<file path="src/rtl/ascon_perm_ctrl.sv">
// Ascon permutation sequencer: takes a 320-bit state over valid/ready, applies
// p12 or p8 at UNROLL rounds per clock, and returns the result over valid/ready.
module ascon_perm_ctrl #(
  parameter int UNROLL = 1
) (
  input  logic         clk,
  input  logic         rst,
  input  logic         in_valid,
  output logic         in_ready,
  input  logic         in_mode,
  input  logic [319:0] in_state,
  output logic         out_valid,
  input  logic         out_ready,
  output logic [319:0] out_state,
  output logic         busy,
  output logic [3:0]   round_idx
);

  localparam logic [1:0] IDLE = 2'd0;
  localparam logic [1:0] RUN  = 2'd1;
  localparam logic [1:0] DONE = 2'd2;

  localparam logic [3:0] STEP = 4'(UNROLL);
  localparam logic [3:0] LAST = 4'(16 - UNROLL);

  if (UNROLL != 1 && UNROLL != 2 && UNROLL != 4) begin : g_bad_unroll
    $error("ascon_perm_ctrl: UNROLL must be 1, 2 or 4");
  end

  // Round index r runs 4..F, so the constant is {3 - r, r - 4} in nibbles.
  function automatic logic [7:0] pc(input logic [3:0] idx);
    pc = {4'h3 - idx, idx - 4'h4};
  endfunction

  function automatic logic [63:0] ror(input logic [63:0] x, input int n);
    logic [127:0] d;
    d = {x, x} >> n;
    ror = d[63:0];
  endfunction

  function automatic logic [319:0] ascon_round(input logic [319:0] s, input logic [3:0] idx);
    logic [63:0] x0, x1, x2, x3, x4;
    logic [63:0] t0, t1, t2, t3, t4;
    {x0, x1, x2, x3, x4} = s;
    x2 = x2 ^ {56'h0, pc(idx)};
    x0 = x0 ^ x4;
    x4 = x4 ^ x3;
    x2 = x2 ^ x1;
    t0 = ~x0 & x1;
    t1 = ~x1 & x2;
    t2 = ~x2 & x3;
    t3 = ~x3 & x4;
    t4 = ~x4 & x0;
    x0 = x0 ^ t1;
    x1 = x1 ^ t2;
    x2 = x2 ^ t3;
    x3 = x3 ^ t4;
    x4 = x4 ^ t0;
    x1 = x1 ^ x0;
    x0 = x0 ^ x4;
    x3 = x3 ^ x2;
    x2 = ~x2;
    x0 = x0 ^ ror(x0, 19) ^ ror(x0, 28);
    x1 = x1 ^ ror(x1, 61) ^ ror(x1, 39);
    x2 = x2 ^ ror(x2, 1)  ^ ror(x2, 6);
    x3 = x3 ^ ror(x3, 10) ^ ror(x3, 17);
    x4 = x4 ^ ror(x4, 7)  ^ ror(x4, 41);
    ascon_round = {x0, x1, x2, x3, x4};
  endfunction

  logic [1:0]   fsm_r;
  logic [319:0] st_r;
  logic [3:0]   rnd_r;
  logic         in_ready_r;
  logic         out_valid_r;
  logic [319:0] chain_s [0:UNROLL];

  assign chain_s[0] = st_r;
  for (genvar k = 0; k < UNROLL; k++) begin : g_chain
    assign chain_s[k+1] = ascon_round(chain_s[k], rnd_r + 4'(k));
  end

  // Job sequencing: capture on handshake, iterate the chain, hold result until taken.
  always_ff @(posedge clk or posedge rst) begin
    if (rst) begin
      fsm_r       <= IDLE;
      st_r        <= 320'h0;
      rnd_r       <= 4'h0;
      in_ready_r  <= 1'b0;
      out_valid_r <= 1'b0;
    end else begin
      case (fsm_r)
        IDLE: begin
          if (in_valid && in_ready_r) begin
            st_r       <= in_state;
            rnd_r      <= in_mode ? 4'h8 : 4'h4;
            in_ready_r <= 1'b0;
            fsm_r      <= RUN;
          end else begin
            in_ready_r <= 1'b1;
          end
        end
        RUN: begin
          st_r  <= chain_s[UNROLL];
          rnd_r <= rnd_r + STEP;
          // The last batch leaves rnd_r wrapped to zero.
          if (rnd_r == LAST) begin
            fsm_r       <= DONE;
            out_valid_r <= 1'b1;
          end
        end
        DONE: begin
          if (out_ready) begin
            fsm_r       <= IDLE;
            out_valid_r <= 1'b0;
            in_ready_r  <= 1'b1;
          end
        end
        default: begin
          fsm_r       <= IDLE;
          rnd_r       <= 4'h0;
          in_ready_r  <= 1'b0;
          out_valid_r <= 1'b0;
        end
      endcase
    end
  end

  assign in_ready  = in_ready_r;
  assign out_valid = out_valid_r;
  assign out_state = st_r;
  assign busy      = (fsm_r != IDLE);
  assign round_idx = (fsm_r == RUN) ? rnd_r : 4'h0;

endmodule

</file>
<file path="config.mk">
export PLATFORM = sky130hd
export DESIGN_NAME = ascon_perm_ctrl
export DESIGN_NICKNAME = d
export VERILOG_FILES = /design/src/rtl/ascon_perm_ctrl.sv
export SDC_FILE = /design/constraint.sdc
export NUM_CORES = 2
export LEC_CHECK = 0
export ABC_AREA = 1
export CAP_MARGIN = 20
export CELL_PAD_IN_SITES_DETAIL_PLACEMENT = 0
export CELL_PAD_IN_SITES_GLOBAL_PLACEMENT = 1
export CORE_ASPECT_RATIO = 1.1
export CORE_MARGIN = 2
export CORE_UTILIZATION = 30
export CTS_BUF_LIST = sky130_fd_sc_hd__clkbuf_4 sky130_fd_sc_hd__clkbuf_8
export CTS_CLUSTER_DIAMETER = 200
export DETAILED_ROUTE_END_ITERATION = 8
export PLACE_DENSITY_LB_ADDON = 0.1
export SKIP_CTS_REPAIR_TIMING = 1
export SYNTH_ARGS = -nofsm -noshare
export SYNTH_HDL_FRONTEND = slang
export SYNTH_SLANG_ARGS = --single-unit
</file>
<file path="constraint.sdc">
create_clock -name clk -period 12.6 [get_ports clk]
set_input_delay 1.26 -clock clk [delete_from_list [all_inputs] [get_ports clk]]
set_output_delay 1.26 -clock clk [all_outputs]
set_load 0.005 [all_outputs]
</file>
==> out/results.ini <==
[synth]
synth_top_area_share=0.307
yosysTopAreaCell=nand2_1
synthDistinctLibCells=34
synth_edf_count=0
synthCells=6190
async_reset_ff_frac=1.00
syn_area_per_cell_um2=5.77
ys_ff_latch=328
synth.cell_area_mm2=0.0357
ys.flop_type=dfrtp_1
ys_seq_area_frac=0.230
syn-num-nets=6645
yosys_warnings=0
synthTopCellsByArea=nand2_1 (31%), dfrtp_1 (23%), nand3_1 (9.3%)

[timing]
clock_skew_ps=59.0
hold_viol=0
slew_viol_final=0
relSlewSlack=0.149
fin_crit_ps=4680
setup_viol=0
setup_ws_ps=7920
rsz0062_at_grt=no
post-route-period-util=0.372
max_freq_mhz=214
setup_tns_ps=0
tightest_slew_ps=1270

[grt]
grt_pass1_wl_um=331000
grt_pass1_vias=40700
track_usage=0.391
grt_max_degree=148
globalRouteOverflowTotal=0
antenna_found_initial=23

[floorplan]
io-pin-count=652
num_rows=132
start_util=0.303
die_area_mm2=0.122
core_mm2=0.118
chipHeight_um=366
die_w_um=333

[placement]
io_buffers=651
gp_congestion=1.10
dp_hpwl_um=208000
dp_slack_ps=7850

[final_layout]
areaGrowthSynthToFinish_pct=26.7
fin_nets=7266
multi_input_area_mm2=0.0249
fillCellCount=13100
regArea_mm2=0.00821
drive_above_1_share=0.0334

[worst_setup_path]
path_class=reg -> out
required_ps=11340
startpoint_type=flip-flop
critical_path.max_fanout=42
arrival_ps=3420
worstSetupEndpointType=output pin

[clock_network]
cts_buffers=71
clk_pin_slew_ps=60
h-tree-depth=3
numClockSinks=328
cts_tree=done
clock_latency_ps=800
clockRootBuffer=clkbuf_8
clockBufferDepth=3

[drt]
vias_per_cell=5.37
totalWireLength_um=245000
dr_total_vias=45100
remaining_drc_errors=0
detail_route.wl_per_cell_um=29.2
ant_nets=0
drt_first_pass_iters=6
drtIter0Drc=4599

[flow_run]
maxCapViolations=0

[hold_path]
min_path_type=reg -> reg

[outcome]
status=completed

## cell usage in the layout, fill, tap and decap left out, drive strengths merged, types with 2 or more instances in the layout
cell type	n
nand2	2922
nand3	663
clkdlybuf4s50	651
nor2	530
inv	504
o21ai	341
dfrtp	328
xnor2	189
xor2	131
ha	130
nand4	126
clkbuf	102
a21oi	83
o22ai	64
buf	39
nand3b	23
clkinv	7
diode	6
o211ai	5
and2	4
nor3	3
a22oi	2
a31oi	2
## routing by layer
metal,track usage,vias up,routed length [µm]
met1,0.491,21600,99500
met2,0.625,2060,110000
met3,0.0699,430,19000
met5,0,-,136
li1,-,21000,-
met4,0.231,18,16500
## kinds of logic (layout without fill, tap and decap cells)
group | count (synthesis) | in the layout | synth area share
AND/OR/NAND/NOR | 4272 | 4272 | 0.485
buffers and inverters | 643 | 1305 | 0.0725
AO/OA/AOI/OAI | 497 | 497 | 0.0725
flip-flops | 328 | 328 | 0.230
XOR/XNOR | 320 | 320 | 0.0946
adder cells (fa/ha/maj) | 130 | 130 | 0.0456
other | 0 | 6 | 0
## cell type report
class | instances | area share
Multi-Input combinational cell | 5219 | 0.551
Sequential cell | 328 | 0.182
Timing Repair Buffer | 690 | 0.151
Tap cell | 1541 | 0.0426
Inverter | 501 | 0.0419
Clock buffer | 102 | 0.0288
Clock inverter | 12 | 0.00249
Antenna cell | 6 | 0.000332
## synthesized netlist by cell type (2+ instances only)
cell type and count:
a21oi_1 83, a22oi_1 2, a31oi_1 2, and2_1 4, buf_1 8, buf_2 55
buf_4 4, buf_6 12, clkbuf_1 62, dfrtp_1 328, ha_1 130, inv_1 498
inv_2 3, nand2_1 2921, nand3_1 662, nand3b_1 23, nand4_1 126, nor2_1 528
nor3_1 3, o211ai_1 5, o21ai_0 310, o21ai_1 31, o22ai_1 64, xnor2_1 127
xnor2_2 53, xnor2_4 9, xor2_1 130
## path summary, 6_finish.rpt
path                                       start                          to  slack (ps)  depth (start not counted)
setup / recovery            fsm_r[0]$_DFFE_PP0P_                round_idx[3]        7920                          6
hold reg to reg            out_valid$_DFFE_PP0P_       out_valid$_DFFE_PP0P_         530                          2
hold / removal             out_valid$_DFFE_PP0P_       out_valid$_DFFE_PP0P_         530                          2
min in group asynchronous                    rst  out_state[176]$_DFFE_PP0P_         940                          2
setup reg to reg            fsm_r[0]$_DFFE_PP0P_  out_state[296]$_DFFE_PP0P_        8100                         10
max in group asynchronous                    rst  out_state[206]$_DFFE_PP0P_        9670                          4
## state kept, by name, indices dropped and copies added (netlist names)
register,count
out_valid,1
in_ready,1
rnd_r,4
fsm_r,2
out_state,320
## per-stage QoR
| step | cell area [µm²] | cells | util | hold WS (ps) |
|---|---|---|---|---|
| 6_report | 45200 | 8399 | 0.384 | 527 |
| 3_5_place_dp | 43800 | 8278 | 0.371 | 525 |
| 3_3_place_gp | 43800 | 8276 | 0.371 | 525 |
| 2_1_floorplan | 35700 | 6190 | - | 511 |
| 4_1_cts | 45200 | 8392 | 0.383 | 541 |
| 5_1_grt | 45200 | 8394 | 0.383 | 565 |
## worst max-delay path, cell delays in order, from the launching register on
cell,delay [ps]
dfrtp_4,590
inv_2,120
nor2_4,70
inv_2,600
buf_4,650
nor2_1,90
clkdlybuf4s50_1,500
Power is left out: the tool's default activity adds up to more than one toggle a clock period on the data nets, which glitch-free logic cannot reach.
